**src/rtl/axi_read_scheduler_if.sv**
```systemverilog
// Bundle of the AR request/ready, slave AR handshake, selected R-channel
// status and mux-select signals around the shared AXI read scheduler.
interface axi_read_scheduler_if #(
    parameter int ADDR_W = 32,
    parameter int LEN_W  = 4
);
    logic              arvalid_m0;
    logic              arvalid_m1;
    logic [ADDR_W-1:0] araddr_m0;
    logic [ADDR_W-1:0] araddr_m1;
    logic [LEN_W-1:0]  arlen_m0;
    logic [LEN_W-1:0]  arlen_m1;
    logic              arready_m0;
    logic              arready_m1;
    logic              arvalid_s0;
    logic              arvalid_s1;
    logic              arvalid_s2;
    logic              arready_s0;
    logic              arready_s1;
    logic              arready_s2;
    logic              rvalid_sel;
    logic              rready_sel;
    logic              rlast_sel;
    logic              ar_master_sel;
    logic [1:0]        r_slave_sel;
    logic              busy;
    logic              len_err;

    // Scheduler side: takes requests and R status, drives gating and selects.
    modport slave (
        input  arvalid_m0, arvalid_m1, araddr_m0, araddr_m1, arlen_m0, arlen_m1,
        input  arready_s0, arready_s1, arready_s2,
        input  rvalid_sel, rready_sel, rlast_sel,
        output arready_m0, arready_m1,
        output arvalid_s0, arvalid_s1, arvalid_s2,
        output ar_master_sel, r_slave_sel, busy, len_err
    );

    // Environment side: masters, slaves and the R datapath mux.
    modport master (
        output arvalid_m0, arvalid_m1, araddr_m0, araddr_m1, arlen_m0, arlen_m1,
        output arready_s0, arready_s1, arready_s2,
        output rvalid_sel, rready_sel, rlast_sel,
        input  arready_m0, arready_m1,
        input  arvalid_s0, arvalid_s1, arvalid_s2,
        input  ar_master_sel, r_slave_sel, busy, len_err
    );
endinterface

```
**src/rtl/axi_read_scheduler.sv**
```systemverilog
// Round-robin AR arbiter and sequencer for two masters and three slaves.
// One read is outstanding at a time: the grant is held from the AR
// handshake until the last R beat, and burst length is cross-checked
// against RLAST.
//
// state | meaning
// IDLE  | no grant; selects hold their last values
// ADDR  | grant latched, AR valid/ready gated to the decoded slave
// DATA  | AR accepted, counting R beats until RLAST
module axi_read_scheduler #(
    parameter int ADDR_W = 32,
    parameter int LEN_W  = 4
) (
    input logic             clk,
    input logic             rst,
    axi_read_scheduler_if.slave bus
);
    typedef enum logic [1:0] {IDLE, ADDR, DATA} state_t;

    state_t           state;
    logic             prio;
    logic             master_sel_q;
    logic [1:0]       slave_sel_q;
    logic [LEN_W-1:0] len_q;
    logic [LEN_W-1:0] beat_cnt;
    logic             busy_q;
    logic             len_err_q;

    logic             grant_m1;
    logic [15:0]      win_hi;
    logic [LEN_W-1:0] win_len;
    logic [1:0]       win_slave;
    logic             granted_valid;
    logic             sel_ready;
    logic             in_addr;
    logic             ar_hs;
    logic             beat;

    // Arbitration and address decode for the request about to be granted.
    always_comb begin
        grant_m1  = bus.arvalid_m1 & (~bus.arvalid_m0 | prio);
        win_hi    = grant_m1 ? bus.araddr_m1[ADDR_W-1 -: 16] : bus.araddr_m0[ADDR_W-1 -: 16];
        win_len   = grant_m1 ? bus.arlen_m1 : bus.arlen_m0;
        win_slave = 2'd2;
        if (win_hi == 16'h0000)
            win_slave = 2'd0;
        else if (win_hi == 16'h0001)
            win_slave = 2'd1;
    end

    // AR gating through the shared mux, driven from latched selects.
    always_comb begin
        in_addr       = (state == ADDR);
        granted_valid = master_sel_q ? bus.arvalid_m1 : bus.arvalid_m0;
        case (slave_sel_q)
            2'd0:    sel_ready = bus.arready_s0;
            2'd1:    sel_ready = bus.arready_s1;
            default: sel_ready = bus.arready_s2;
        endcase
        ar_hs = in_addr & granted_valid & sel_ready;
        beat  = bus.rvalid_sel & bus.rready_sel;
    end

    assign bus.arvalid_s0    = in_addr & granted_valid & (slave_sel_q == 2'd0);
    assign bus.arvalid_s1    = in_addr & granted_valid & (slave_sel_q == 2'd1);
    assign bus.arvalid_s2    = in_addr & granted_valid & (slave_sel_q == 2'd2);
    assign bus.arready_m0    = in_addr & ~master_sel_q & sel_ready;
    assign bus.arready_m1    = in_addr & master_sel_q & sel_ready;
    assign bus.ar_master_sel = master_sel_q;
    assign bus.r_slave_sel   = slave_sel_q;
    assign bus.busy          = busy_q;
    assign bus.len_err       = len_err_q;

    // Sequencer: grant, AR handshake, beat counting and priority rotation.
    always_ff @(posedge clk or posedge rst) begin
        if (rst) begin
            state        <= IDLE;
            prio         <= 1'b0;
            master_sel_q <= 1'b0;
            slave_sel_q  <= 2'd0;
            len_q        <= '0;
            beat_cnt     <= '0;
            busy_q       <= 1'b0;
            len_err_q    <= 1'b0;
        end else begin
            len_err_q <= 1'b0;
            case (state)
                IDLE: begin
                    if (bus.arvalid_m0 | bus.arvalid_m1) begin
                        state        <= ADDR;
                        busy_q       <= 1'b1;
                        master_sel_q <= grant_m1;
                        slave_sel_q  <= win_slave;
                        len_q        <= win_len;
                    end
                end
                ADDR: begin
                    if (ar_hs) begin
                        state    <= DATA;
                        beat_cnt <= '0;
                    end else if (!granted_valid) begin
                        // master withdrew its request; no one was served
                        state  <= IDLE;
                        busy_q <= 1'b0;
                    end
                end
                DATA: begin
                    if (beat) begin
                        beat_cnt  <= beat_cnt + 1'b1;
                        len_err_q <= bus.rlast_sel ? (beat_cnt != len_q) : (beat_cnt == len_q);
                        if (bus.rlast_sel) begin
                            state  <= IDLE;
                            busy_q <= 1'b0;
                            prio   <= ~master_sel_q;
                        end
                    end
                end
                default: begin
                    state  <= IDLE;
                    busy_q <= 1'b0;
                end
            endcase
        end
    end
endmodule
```
**src/flat_wrapper.sv**
```systemverilog
// flat-port wrapper written by rule: the top's interface ports become plain ports
module axi_read_scheduler_flat 
#(
    parameter int ADDR_W = 32,
    parameter int LEN_W  = 4
)
  (clk, rst, bus_arvalid_m0, bus_arvalid_m1, bus_araddr_m0, bus_araddr_m1, bus_arlen_m0, bus_arlen_m1, bus_arready_s0, bus_arready_s1, bus_arready_s2, bus_rvalid_sel, bus_rready_sel, bus_rlast_sel, bus_arready_m0, bus_arready_m1, bus_arvalid_s0, bus_arvalid_s1, bus_arvalid_s2, bus_ar_master_sel, bus_r_slave_sel, bus_busy, bus_len_err);
  axi_read_scheduler_if #(.ADDR_W(ADDR_W), .LEN_W(LEN_W)) bus_i ();
  input logic clk;
  input logic rst;
  input wire logic [$bits(bus_i.arvalid_m0)-1:0] bus_arvalid_m0;
  input wire logic [$bits(bus_i.arvalid_m1)-1:0] bus_arvalid_m1;
  input wire logic [$bits(bus_i.araddr_m0)-1:0] bus_araddr_m0;
  input wire logic [$bits(bus_i.araddr_m1)-1:0] bus_araddr_m1;
  input wire logic [$bits(bus_i.arlen_m0)-1:0] bus_arlen_m0;
  input wire logic [$bits(bus_i.arlen_m1)-1:0] bus_arlen_m1;
  input wire logic [$bits(bus_i.arready_s0)-1:0] bus_arready_s0;
  input wire logic [$bits(bus_i.arready_s1)-1:0] bus_arready_s1;
  input wire logic [$bits(bus_i.arready_s2)-1:0] bus_arready_s2;
  input wire logic [$bits(bus_i.rvalid_sel)-1:0] bus_rvalid_sel;
  input wire logic [$bits(bus_i.rready_sel)-1:0] bus_rready_sel;
  input wire logic [$bits(bus_i.rlast_sel)-1:0] bus_rlast_sel;
  output wire logic [$bits(bus_i.arready_m0)-1:0] bus_arready_m0;
  output wire logic [$bits(bus_i.arready_m1)-1:0] bus_arready_m1;
  output wire logic [$bits(bus_i.arvalid_s0)-1:0] bus_arvalid_s0;
  output wire logic [$bits(bus_i.arvalid_s1)-1:0] bus_arvalid_s1;
  output wire logic [$bits(bus_i.arvalid_s2)-1:0] bus_arvalid_s2;
  output wire logic [$bits(bus_i.ar_master_sel)-1:0] bus_ar_master_sel;
  output wire logic [$bits(bus_i.r_slave_sel)-1:0] bus_r_slave_sel;
  output wire logic [$bits(bus_i.busy)-1:0] bus_busy;
  output wire logic [$bits(bus_i.len_err)-1:0] bus_len_err;
  assign bus_i.arvalid_m0 = bus_arvalid_m0;
  assign bus_i.arvalid_m1 = bus_arvalid_m1;
  assign bus_i.araddr_m0 = bus_araddr_m0;
  assign bus_i.araddr_m1 = bus_araddr_m1;
  assign bus_i.arlen_m0 = bus_arlen_m0;
  assign bus_i.arlen_m1 = bus_arlen_m1;
  assign bus_i.arready_s0 = bus_arready_s0;
  assign bus_i.arready_s1 = bus_arready_s1;
  assign bus_i.arready_s2 = bus_arready_s2;
  assign bus_i.rvalid_sel = bus_rvalid_sel;
  assign bus_i.rready_sel = bus_rready_sel;
  assign bus_i.rlast_sel = bus_rlast_sel;
  assign bus_arready_m0 = bus_i.arready_m0;
  assign bus_arready_m1 = bus_i.arready_m1;
  assign bus_arvalid_s0 = bus_i.arvalid_s0;
  assign bus_arvalid_s1 = bus_i.arvalid_s1;
  assign bus_arvalid_s2 = bus_i.arvalid_s2;
  assign bus_ar_master_sel = bus_i.ar_master_sel;
  assign bus_r_slave_sel = bus_i.r_slave_sel;
  assign bus_busy = bus_i.busy;
  assign bus_len_err = bus_i.len_err;
  axi_read_scheduler #(.ADDR_W(ADDR_W), .LEN_W(LEN_W)) u_core (.clk(clk), .rst(rst), .bus(bus_i));
endmodule
```
**config.mk**
```make
export PLATFORM = sky130hd
export DESIGN_NAME = axi_read_scheduler_flat
export DESIGN_NICKNAME = d
export VERILOG_FILES = /design/src/rtl/axi_read_scheduler_if.sv /design/src/rtl/axi_read_scheduler.sv /design/src/flat_wrapper.sv
export SDC_FILE = /design/constraint.sdc
export NUM_CORES = 1
export LEC_CHECK = 0
export CORE_MARGIN = 2
export CORE_UTILIZATION = 30
export DETAILED_ROUTE_END_ITERATION = 16
export MAX_ROUTING_LAYER = met4
export PLACE_DENSITY = 0.81
export SYNTH_ARGS = -nofsm -noshare
export SYNTH_HDL_FRONTEND = slang
export SYNTH_SLANG_ARGS = --single-unit
```
**constraint.sdc**
```tcl
create_clock -name clk -period 1.5 [get_ports clk]
set_input_delay 0.225 -clock clk [delete_from_list [all_inputs] [get_ports clk]]
set_output_delay 0.225 -clock clk [all_outputs]
set_load 0.02 [all_outputs]
```
==> metrics.txt <==
# TYPE chip_impl_metric gauge
chip_impl_info{name="outcome",value="finished with violations"} 1
chip_impl_info{name="failed_checks",value="negative setup slack"} 1
chip_impl_metric{name="portBuffers",unit=""} 59
chip_impl_metric{name="timing.reg2reg.worst_path_depth",unit=""} 5
chip_impl_metric{name="layout.nets",unit=""} 262
chip_impl_metric{name="drc_errors",unit=""} 0
chip_impl_metric{name="number_of_violations_reported_at_the_end_of_detailed_routing_iteration_0",unit=""} 16
chip_impl_metric{name="hold_violations",unit=""} 0
chip_impl_metric{name="clk-insertion-delay-late",unit="ns"} 0.28
chip_impl_metric{name="die_span_x",unit="um"} 60.3
chip_impl_metric{name="post_synth_instance_area",unit="um2"} 952
chip_impl_metric{name="post_route_cells_drive_above_1_share",unit="%"} 24.7
chip_impl_metric{name="initial_utilization",unit="%"} 31.4
chip_impl_info{name="synth_most_common_cell",value="sky130_fd_sc_hd__dfrtp_1"} 1
chip_impl_metric{name="timing.final.setup_violations",unit=""} 5
chip_impl_metric{name="syn_inst",unit=""} 97
chip_impl_metric{name="synth_edf_count",unit=""} 0
chip_impl_metric{name="cp.required",unit="ns"} 1.27
chip_impl_metric{name="area_growth_from_synthesis_to_layout",unit="%"} 89.6
chip_impl_info{name="rsz_0062_raised_after_global_routing",value="true"} 1
chip_impl_metric{name="post_synth.cell_area_avg",unit="um2"} 9.82
chip_impl_metric{name="tightest_slew",unit="ns"} 0.334
chip_impl_info{name="worst_hold_path_type",value="in -> async"} 1
chip_impl_metric{name="postLayoutCellArea",unit="um2"} 1810
chip_impl_metric{name="crit_fanout",unit=""} 4
chip_impl_metric{name="place.gp.congestion",unit=""} 0.798
chip_impl_info{name="synth_top_flop_cell",value="sky130_fd_sc_hd__dfrtp_1"} 1
chip_impl_metric{name="path_clk_slew",unit="ns"} 0.09
chip_impl_info{name="synthTopCellsByArea",value="sky130_fd_sc_hd__dfrtp_1 (42%), sky130_fd_sc_hd__mux2i_1 (6.3%), sky130_fd_sc_hd__xor2_1 (5.5%)"} 1
chip_impl_metric{name="max_slew_margin",unit="%"} 77.5
chip_impl_info{name="critical_path_class",value="reg -> out"} 1
chip_impl_metric{name="p_leak",unit="nW"} 0.784
chip_impl_metric{name="fin_setup_tns",unit="ns"} -1.05
chip_impl_metric{name="synth.distinct_cells",unit=""} 34
chip_impl_metric{name="coreArea",unit="um2"} 3030
chip_impl_metric{name="grt_pass1_wl",unit="mm"} 4.62
chip_impl_metric{name="timing.critical_path.arrival",unit="ns"} 1.55
chip_impl_metric{name="grt_start_max_net_pins",unit=""} 11
chip_impl_metric{name="area_post_placement",unit="um2"} 1750
chip_impl_metric{name="timing_max_transition_violations_final",unit=""} 0
chip_impl_metric{name="dr_total_vias",unit=""} 1096
chip_impl_metric{name="firstDrtPassIters",unit=""} 4
chip_impl_metric{name="fmax",unit="GHz"} 0.563
chip_impl_info{name="synthTopCellsByCount",value="sky130_fd_sc_hd__dfrtp_1 (16), sky130_fd_sc_hd__nand2_1 (8), sky130_fd_sc_hd__nor4_1 (8)"} 1
chip_impl_metric{name="layout_fillers",unit=""} 258
chip_impl_info{name="critical_path.startpoint_type",value="flop"} 1
chip_impl_metric{name="post-route-min-period",unit="ns"} 1.78
chip_impl_metric{name="route.antenna.remaining_nets",unit=""} 0
chip_impl_metric{name="routedWlPerCell",unit="um"} 12.7
chip_impl_metric{name="floorplan.io_pins",unit=""} 92
chip_impl_metric{name="timing.final.ws_setup",unit="ns"} -0.277
chip_impl_metric{name="number_of_antenna_violations_at_the_first_check_in_global_routing",unit=""} 0
chip_impl_metric{name="cts_buffers",unit=""} 3
chip_impl_metric{name="power_density_relative_to_cell_area",unit="nW/um2"} 1240
chip_impl_metric{name="dp.final_hpwl",unit="mm"} 2.36
chip_impl_metric{name="tritoncts_num_sinks",unit=""} 16
chip_impl_metric{name="h-tree-depth",unit=""} 1
chip_impl_metric{name="drv.max_cap_violation_count",unit=""} 0
chip_impl_metric{name="n_antenna_cell",unit=""} 0
chip_impl_info{name="cts_tree",value="yes"} 1
chip_impl_metric{name="dp_worst_setup_slack",unit="ns"} -0.830
chip_impl_info{name="post-synth-top-area-cell",value="sky130_fd_sc_hd__dfrtp_1"} 1
chip_impl_metric{name="via_count_of_the_first_global_routing_pass",unit=""} 1061
chip_impl_metric{name="ys_async_sr_fraction",unit="%"} 100
chip_impl_metric{name="design.die.area",unit="um2"} 3640
chip_impl_metric{name="seq_area_frac_synth",unit="%"} 42.0
chip_impl_metric{name="wirelength",unit="mm"} 2.83
chip_impl_metric{name="grt.total_usage",unit="%"} 17.5
chip_impl_metric{name="globalRouteOverflowTotal",unit=""} 0
chip_impl_metric{name="period_share",unit="%"} 118
chip_impl_metric{name="post_synth_top_area_share",unit="%"} 42.0
chip_impl_metric{name="postCtsHoldBufs",unit=""} 0
chip_impl_metric{name="die_y",unit="um"} 60.3
chip_impl_info{name="worstSetupEndpointType",value="primary output"} 1
chip_impl_metric{name="synth.net_count",unit=""} 180
chip_impl_metric{name="yosys_warnings",unit=""} 0
chip_impl_metric{name="synth_seq_cells",unit=""} 16
chip_impl_metric{name="power.ir.vdd_worst",unit="uV"} 603
chip_impl_info{name="clk_root_buffer_cell",value="sky130_fd_sc_hd__clkbuf_4"} 1
chip_impl_metric{name="cts_max_path_buffers",unit=""} 2
chip_impl_metric{name="viasPerCell",unit=""} 4.94
chip_impl_metric{name="floorplan.rows",unit=""} 20
chip_impl_metric{name="fin_skew",unit="ns"} 0.00392
-- through the flow --
stage	power [W]	hold slack [ns]	util, %	cells
6_report	0.00224	0.184	59.6	222
5_1_grt	0.00239	0.203	59.6	222
4_1_cts	0.00219	0.194	58.7	221
3_5_place_dp	0.00197	0.489	57.8	216
3_3_place_gp	0.00192	0.486	57.8	216
2_1_floorplan	0.00140	0.139	-	97
-- where the power goes --
part / leakage [nW] / internal [W] / switching, W
clock network: 0.0150 / 0.000103 / 0.000134
logic: 0.566 / 0.000677 / 0.000582
registers: 0.203 / 0.000591 / 0.000159
total: 0.784 / 0.00137 / 0.000874
-- worst max-delay path, stage by stage (launching register included) --
cell and delay (ns):
sky130_fd_sc_hd__dfrtp_2 0.42, sky130_fd_sc_hd__mux2i_1 0.12, sky130_fd_sc_hd__or3_4 0.38, sky130_fd_sc_hd__nor3b_4 0.20, sky130_fd_sc_hd__buf_6 0.14
-- path summary, 6_finish.rpt --
kind | start | to | slack, ns
worst min-delay path | rst | u_core.bus.r_slave_sel[1] | 0.18
worst max register to register | u_core.state[0] | u_core.bus.r_slave_sel[0] | 0.05
worst min register to register | u_core.len_q[2] | u_core.len_q[2] | 0.50
worst max-delay path | u_core.bus.ar_master_sel | bus_arvalid_s2 | -0.28
max in group asynchronous | rst | u_core.bus.len_err | 0.87
min in group clk | u_core.len_q[2] | u_core.len_q[2] | 0.50
-- routing by layer --
| metal | routed length (um) | global-route usage [%] | vias to the layer above |
|---|---|---|---|
| met1 | 1090 | 20.7 | 509 |
| li1 | - | - | 523 |
| met5 | 0 | - | - |
| met2 | 1460 | 30.1 | 60 |
| met3 | 254 | 5.12 | 4 |
| met4 | 25 | 2.54 | 0 |
-- placed cells by master, fill, tap and decap left out, types with 3 or more instances in the layout --
| master | synthesis | final |
|---|---|---|
| sky130_fd_sc_hd__clkbuf_4 | 0 | 3 |
| sky130_fd_sc_hd__buf_4 | 0 | 19 |
| sky130_fd_sc_hd__nor3_1 | 4 | 3 |
| sky130_fd_sc_hd__buf_6 | 1 | 5 |
| sky130_fd_sc_hd__nor4_1 | 8 | 7 |
| sky130_fd_sc_hd__mux2i_1 | 6 | 6 |
| sky130_fd_sc_hd__nand4_1 | 3 | 3 |
| sky130_fd_sc_hd__dfrtp_1 | 16 | 15 |
| sky130_fd_sc_hd__inv_1 | 6 | 6 |
| sky130_fd_sc_hd__o21ai_0 | 5 | 5 |
| sky130_fd_sc_hd__xor2_1 | 6 | 6 |
| sky130_fd_sc_hd__nor2_1 | 6 | 5 |
| sky130_fd_sc_hd__clkdlybuf4s50_1 | 0 | 50 |
| sky130_fd_sc_hd__nand2_1 | 8 | 8 |
-- layout make-up --
cell class	count	area (um2)	area share [%]
inverter	6	22.5	1.25
multi-input combinational	73	563	31.2
tap	44	55.1	3.05
clock buffer	4	26.3	1.46
sequential	16	402	22.2
timing repair buffer	79	737	40.8
-- registers in the layout (all words and copies together), names as in the netlist --
signal and flops:
u_core.bus.len_err 1, u_core.bus.busy 1, u_core.beat_cnt 4, u_core.bus.ar_master_sel 1, u_core.len_q 4, u_core.bus.r_slave_sel 2
u_core.state 2, u_core.prio 1
-- repair_timing --
action / CTS / global route
buffers inserted: 1 / 3
endpoints found under the setup margin: 12 / 12
gates resized for setup: 33 / 9
pin swaps: 1 / 1
hold endpoints to repair: 0 / 0
-- cell families (layout without fill, tap and decap cells) --
kind of cell               Yosys count  in the layout  share of synthesized area [%]
AOI/OAI and AO/OA                   17             17                           11.6
xor gates and xnor gates             7              7                           6.44
adders and majority gates            1              1                           1.31
buffers and inverters                8             89                           3.94
DFF                                 16             16                           42.0
muxes                                8              8                           9.86
and+or+nand+nor                     40             40                           24.8
No activity file was read; power rests on OpenSTA's default activity.
